File: src/rtl/egress_pkt_fifo.sv
// egress_pkt_fifo: per-port store-and-forward egress buffer.
// Buffers sop/eop framed byte-stream packets whole and presents only committed
// packets to the Tx driver (first-word fall-through, valid/ready).
// Overflowing, aborted or over-long packets are dropped and counted.
// Build macro EGRESS_PKT_STATS_EN adds the tx_pkt_cnt and max_occ statistics ports.
module egress_pkt_fifo #(
    parameter  int unsigned DATA_W = 8,
    parameter  int unsigned DEPTH  = 16,
    localparam int unsigned ADDR_W = $clog2(DEPTH)
) (
    input  logic              clk,
    input  logic              rst,
    input  logic              in_valid,
    input  logic              in_sop,
    input  logic              in_eop,
    input  logic [DATA_W-1:0] in_data,
    output logic              out_valid,
    input  logic              out_ready,
    output logic              out_sop,
    output logic              out_eop,
    output logic [DATA_W-1:0] out_data,
    output logic [ADDR_W:0]   pkt_cnt,
    output logic [15:0]       drop_cnt,
    output logic              empty
`ifdef EGRESS_PKT_STATS_EN
    ,
    output logic [31:0]       tx_pkt_cnt,
    output logic [ADDR_W:0]   max_occ
`endif
);

    localparam int unsigned PTR_W  = ADDR_W + 1;
    localparam int unsigned WORD_W = DATA_W + 2;
    localparam logic [PTR_W-1:0] DEPTH_P = PTR_W'(DEPTH);

    typedef enum logic [1:0] {
        IDLE = 2'd0,
        RECV = 2'd1,
        DROP = 2'd2
    } state_e;

    // Storage word layout: {sop, eop, data}
    logic [WORD_W-1:0] mem_q [DEPTH];

    state_e            state_q,     state_d;
    logic [PTR_W-1:0]  wr_ptr_q,    wr_ptr_d;
    logic [PTR_W-1:0]  cm_ptr_q,    cm_ptr_d;
    logic [PTR_W-1:0]  rd_ptr_q,    rd_ptr_d;
    logic [PTR_W-1:0]  pkt_cnt_q,   pkt_cnt_d;
    logic [15:0]       drop_cnt_q,  drop_cnt_d;
    logic              out_valid_q, out_valid_d;
    logic              empty_q,     empty_d;
    logic [WORD_W-1:0] out_word_q,  out_word_d;

    logic              we;
    logic [ADDR_W-1:0] wr_addr;
    logic [WORD_W-1:0] wr_word;
    logic              commit;
    logic              drop_abort;
    logic              drop_full;
    logic [PTR_W-1:0]  occ_wr;
    logic [PTR_W-1:0]  occ_cm;
    logic              space_wr;
    logic              space_cm;
    logic              rd_fire;
    logic              eop_fire;
    logic [1:0]        drop_add;
    logic [16:0]       drop_sum;

    // Free space from registered pointers only; a same-cycle read does not help
    always_comb begin
        occ_wr   = wr_ptr_q - rd_ptr_q;
        occ_cm   = cm_ptr_q - rd_ptr_q;
        space_wr = (occ_wr < DEPTH_P);
        space_cm = (occ_cm < DEPTH_P);
        wr_word  = {in_sop, in_eop, in_data};
    end

    // Write-side packet FSM: tentative write, commit on eop, rewind on drop
    always_comb begin
        state_d    = state_q;
        wr_ptr_d   = wr_ptr_q;
        cm_ptr_d   = cm_ptr_q;
        we         = 1'b0;
        wr_addr    = wr_ptr_q[ADDR_W-1:0];
        commit     = 1'b0;
        drop_abort = 1'b0;
        drop_full  = 1'b0;
        if (in_valid) begin
            if (in_sop) begin
                // Every sop restarts at the commit boundary; an open packet is abandoned
                drop_abort = (state_q == RECV);
                if (space_cm) begin
                    we       = 1'b1;
                    wr_addr  = cm_ptr_q[ADDR_W-1:0];
                    wr_ptr_d = cm_ptr_q + PTR_W'(1);
                    if (in_eop) begin
                        cm_ptr_d = cm_ptr_q + PTR_W'(1);
                        commit   = 1'b1;
                        state_d  = IDLE;
                    end else begin
                        state_d  = RECV;
                    end
                end else begin
                    drop_full = 1'b1;
                    wr_ptr_d  = cm_ptr_q;
                    state_d   = in_eop ? IDLE : DROP;
                end
            end else begin
                case (state_q)
                    RECV: begin
                        if (space_wr) begin
                            we       = 1'b1;
                            wr_ptr_d = wr_ptr_q + PTR_W'(1);
                            if (in_eop) begin
                                cm_ptr_d = wr_ptr_q + PTR_W'(1);
                                commit   = 1'b1;
                                state_d  = IDLE;
                            end
                        end else begin
                            drop_full = 1'b1;
                            wr_ptr_d  = cm_ptr_q;
                            state_d   = in_eop ? IDLE : DROP;
                        end
                    end
                    DROP: begin
                        if (in_eop) begin
                            state_d = IDLE;
                        end
                    end
                    default: begin
                        // Orphan beat outside a packet: silently discarded
                        state_d = IDLE;
                    end
                endcase
            end
        end
    end

    // Read side, packet and drop counters, registered output view
    always_comb begin
        rd_fire  = out_valid_q & out_ready;
        eop_fire = rd_fire & out_word_q[WORD_W-2];
        rd_ptr_d = rd_ptr_q + PTR_W'(rd_fire);

        pkt_cnt_d = pkt_cnt_q;
        case ({commit, eop_fire})
            2'b10:   pkt_cnt_d = pkt_cnt_q + PTR_W'(1);
            2'b01:   pkt_cnt_d = pkt_cnt_q - PTR_W'(1);
            default: pkt_cnt_d = pkt_cnt_q;
        endcase

        drop_add   = 2'(drop_abort) + 2'(drop_full);
        drop_sum   = 17'(drop_cnt_q) + 17'(drop_add);
        drop_cnt_d = drop_sum[16] ? 16'hFFFF : drop_sum[15:0];

        out_valid_d = (rd_ptr_d != cm_ptr_d);
        empty_d     = (rd_ptr_d == cm_ptr_d);
        // Forward a beat being written to the slot the read pointer lands on
        if (we && (wr_addr == rd_ptr_d[ADDR_W-1:0])) begin
            out_word_d = wr_word;
        end else begin
            out_word_d = mem_q[rd_ptr_d[ADDR_W-1:0]];
        end
    end

    // State, pointer and output registers
    always_ff @(posedge clk or posedge rst) begin
        if (rst) begin
            state_q     <= IDLE;
            wr_ptr_q    <= '0;
            cm_ptr_q    <= '0;
            rd_ptr_q    <= '0;
            pkt_cnt_q   <= '0;
            drop_cnt_q  <= '0;
            out_valid_q <= 1'b0;
            empty_q     <= 1'b1;
            out_word_q  <= '0;
        end else begin
            state_q     <= state_d;
            wr_ptr_q    <= wr_ptr_d;
            cm_ptr_q    <= cm_ptr_d;
            rd_ptr_q    <= rd_ptr_d;
            pkt_cnt_q   <= pkt_cnt_d;
            drop_cnt_q  <= drop_cnt_d;
            out_valid_q <= out_valid_d;
            empty_q     <= empty_d;
            out_word_q  <= out_word_d;
        end
    end

    // Packet storage array
    always_ff @(posedge clk) begin
        if (we) begin
            mem_q[wr_addr] <= wr_word;
        end
    end

    assign out_valid = out_valid_q;
    assign out_sop   = out_word_q[WORD_W-1];
    assign out_eop   = out_word_q[WORD_W-2];
    assign out_data  = out_word_q[DATA_W-1:0];
    assign pkt_cnt   = pkt_cnt_q;
    assign drop_cnt  = drop_cnt_q;
    assign empty     = empty_q;

`ifdef EGRESS_PKT_STATS_EN
    logic [31:0]      tx_pkt_cnt_q, tx_pkt_cnt_d;
    logic [PTR_W-1:0] max_occ_q,    max_occ_d;
    logic [PTR_W-1:0] occ_commit_d;

    // Transmitted-packet count and committed-occupancy high-water mark
    always_comb begin
        tx_pkt_cnt_d = tx_pkt_cnt_q + 32'(eop_fire);
        occ_commit_d = cm_ptr_d - rd_ptr_d;
        max_occ_d    = (occ_commit_d > max_occ_q) ? occ_commit_d : max_occ_q;
    end

    // Statistics registers
    always_ff @(posedge clk or posedge rst) begin
        if (rst) begin
            tx_pkt_cnt_q <= '0;
            max_occ_q    <= '0;
        end else begin
            tx_pkt_cnt_q <= tx_pkt_cnt_d;
            max_occ_q    <= max_occ_d;
        end
    end

    assign tx_pkt_cnt = tx_pkt_cnt_q;
    assign max_occ    = max_occ_q;
`endif

endmodule

File: config.mk
export PLATFORM = sky130hd
export DESIGN_NAME = egress_pkt_fifo
export DESIGN_NICKNAME = d
export VERILOG_FILES = /design/src/rtl/egress_pkt_fifo.sv
export SDC_FILE = /design/constraint.sdc
export NUM_CORES = 1
export LEC_CHECK = 0
export ABC_AREA = 0
export CORE_UTILIZATION = 50
export CTS_CLUSTER_SIZE = 20
export DETAILED_ROUTE_END_ITERATION = 10
export PLACE_DENSITY = 0.68
export REMOVE_ABC_BUFFERS = 1
export SLEW_MARGIN = 10
export SYNTH_ARGS = -nofsm -noshare
export SYNTH_HDL_FRONTEND = slang
export SYNTH_SLANG_ARGS = --single-unit
File: constraint.sdc
create_clock -name clk -period 9.1 [get_ports clk]
set_clock_uncertainty 0.2 [all_clocks]
set_input_delay 1.82 -clock clk [delete_from_list [all_inputs] [get_ports clk]]
set_output_delay 1.82 -clock clk [all_outputs]
set_load 0.005 [all_outputs]
==> flow_summary.ini <==
[outcome]
status = finished, final reports clean

[synth]
async_reset_ff_frac = 0.238
synth_top_flop_cell = edfxtp_1
ys_seq_elements = 210
synth_commonest_cells = edfxtp_1 (160), mux4_2 (50), dfrtp_1 (49)
synth_most_common_cell = edfxtp_1
syn_area_sq_mm = 0.00946
ys_types = 54
avgSynthCellArea_sq_um = 15.4
yosysSeqAreaShare = 0.640
synth_top_cell_area_share = 0.508
synth_area_leaders = edfxtp_1 (51%), dfrtp_1 (13%), mux4_2 (12%), xnor2_1 (2.3%), ha_1 (2.2%)
yosys_warnings = 0
syn_inst = 613
netlist.top_cell.by_area = edfxtp_1
synth-edff-count = 160

[cells_and_area]
drive_above_1_share = 0.192
syn_to_final_growth_pct = 15.7
fillers = 1357
final_util = 0.599
diodes = 0
final_nets = 708

[clock_network]
clock_sinks = 210
cts_root_buf = clkbuf_16
cts_made_buffers = 22
ctsResizeCount = 0
postCtsSetupRepairBufs = 0
ctsHoldBuffers = 0
cts_tree = built
clk-insertion-delay-late_ns = 0.51
cts.path.max_buffers = 3
clk_pin_slew_ns = 0.06
htreeDepth = 1

[flow_run]
cap_violations = 0

[floorplan]
start_util = 0.518
die_w_microns = 140
rows = 49
io_pins = 47
coreArea_sq_mm = 0.0183
die_area_sq_mm = 0.0195
die_h_microns = 140

[pwr]
ir_drop_mv = 0.190
p_per_area_mw_per_mm2 = 344
leakagePower_uw = 0.00391
power_uw = 3760

[placement]
portBuffers = 46
pre_cts_ws_ns = 3.25
globalplace.congestion = 0.900
dp_hpwl_microns = 12900

[timing]
finalCritPeriodShare = 0.587
hold_ws_ns = 0.275
setup_viol_count_final = 0
timing.final.crit_period_ns = 5.35
finalWorstSetupSlack_ns = 3.75
slew_viol_final = 0
fmax_ghz = 0.187
slew_headroom = 0.178
finalHoldViolations = 0
finalSetupTns_ns = 0
tightest_slew_ns = 1.23
rsz0062_at_grt = no

[routing]
drt_iter0_drc = 414
vias = 5599
drc = 0
antenna_left = 0
routed_via_density = 6.08
routedWlPerCell_microns = 22.5
wirelength_microns = 20700
first_pass_iters = 5

[critical_path]
path_max_fanout = 16
critPathRequiredTime_ns = 9.33
crit_path_start = in_valid
setup.worst_path.class = input pin to register
start_kind = input pin
r2r-start = wr_ptr_q[2]$_DFFE_PP0P_
cp_data_arrival_time_ns = 5.57
crit_path_end_kind = register

[global_route]
grt_first_pass_wirelength_microns = 32800
grt_start_max_net_pins = 51
gr-total-overflow = 0
grt_pass1_vias = 5699
grt_usage = 0.225
antenna_found_initial = 0

[hold_path]
hold_class = register to register
hp-start = pkt_cnt[4]$_DFFE_PP0P_
## power by group
| group | leakage [uW] | switching [uW] | internal (uW) |
|---|---|---|---|
| Sequential | 0.00205 | 134 | 1160 |
| Combinational | 0.00153 | 811 | 841 |
| Clock | 0.000326 | 352 | 466 |
## final timing paths
path | end | slack [ns] | depth (start not counted)
max | drop_cnt[9]$_DFF_PP0_ | 3.75 | 11
max reg2reg | drop_cnt[9]$_DFF_PP0_ | 4.57 | 13
min | pkt_cnt[4]$_DFFE_PP0P_ | 0.27 | 1
min reg2reg | pkt_cnt[4]$_DFFE_PP0P_ | 0.27 | 1
min in group asynchronous | out_word_q[1]$_DFF_PP0_ | 1.65 | 3
max in group asynchronous | state_q[0]$_DFFE_PP0P_ | 6.55 | 3
## stage by stage
stage                     cells  cell area (sq um)
final                       921              10900
after floorplan             584               9330
after CTS                   921              10900
after detailed placement    881              10300
after global routing        921              10900
after global placement      881              10300
## per-layer routing
layer | GRT usage | routed length (microns)
met1 | 0.302 | 8440
met2 | 0.381 | 10500
met5 | 0 | 0
met3 | 0.0348 | 1310
met4 | 0.0654 | 477
## critical path, stage by stage
cell             delay [ns]
clkdlybuf4s50_1        0.88
o21ai_0                0.52
a21oi_1                0.23
o21ai_0                0.15
fa_1                   0.41
inv_1                  0.11
ha_1                   0.21
nand3_1                0.14
or2_2                  0.37
or3_1                  0.57
o21ai_0                0.14
## area by class of cell
| cell class | instances | area (sq um) | area share |
|---|---|---|---|
| Clock buffer | 31 | 604 | 0.0552 |
| Clock inverter | 9 | 61.3 | 0.00560 |
| Inverter | 25 | 93.8 | 0.00857 |
| Multi-Input combinational cell | 349 | 3220 | 0.294 |
| Timing Repair Buffer | 68 | 626 | 0.0572 |
| Sequential cell | 210 | 6060 | 0.553 |
| Tap cell | 229 | 287 | 0.0262 |
## cell usage in the layout (no fill, tap or decap), drive strengths merged, types with 5 or more instances in the layout
cell and count:
xor2 13, clkbuf 31, nor2 25, clkdlybuf4s50 46, clkinv 8, nor3b 6
mux2 13, edfxtp 160, nor3 25, o21ai 20, nand3 21, ha 17
inv 25, buf 22, mux4 50, a21oi 14, nand2 40, o22ai 5
xnor2 25, dfrtp 49, o21a 6, a31oi 13
## cells by family (layout without fill, tap and decap cells)
| logic type | Yosys count | after routing | share of synthesized area |
|---|---|---|---|
| muxes | 67 | 67 | 0.143 |
| DFF | 210 | 210 | 0.640 |
| and+or+nand+nor | 144 | 144 | 0.0741 |
| adders and majority gates | 18 | 18 | 0.0246 |
| xor gates and xnor gates | 38 | 38 | 0.0352 |
| buffers and inverters | 54 | 133 | 0.0233 |
| AOI/OAI and AO/OA | 82 | 82 | 0.0599 |
## state kept, by name, indices dropped and copies added, names as in the netlist
signal      count
rd_ptr_q        5
out_word_q     10
wr_ptr_q        5
state_q         2
drop_cnt       16
out_valid       1
mem_q         160
pkt_cnt         5
cm_ptr_q        5
empty           1
No activity file was read; power rests on OpenSTA's default activity.
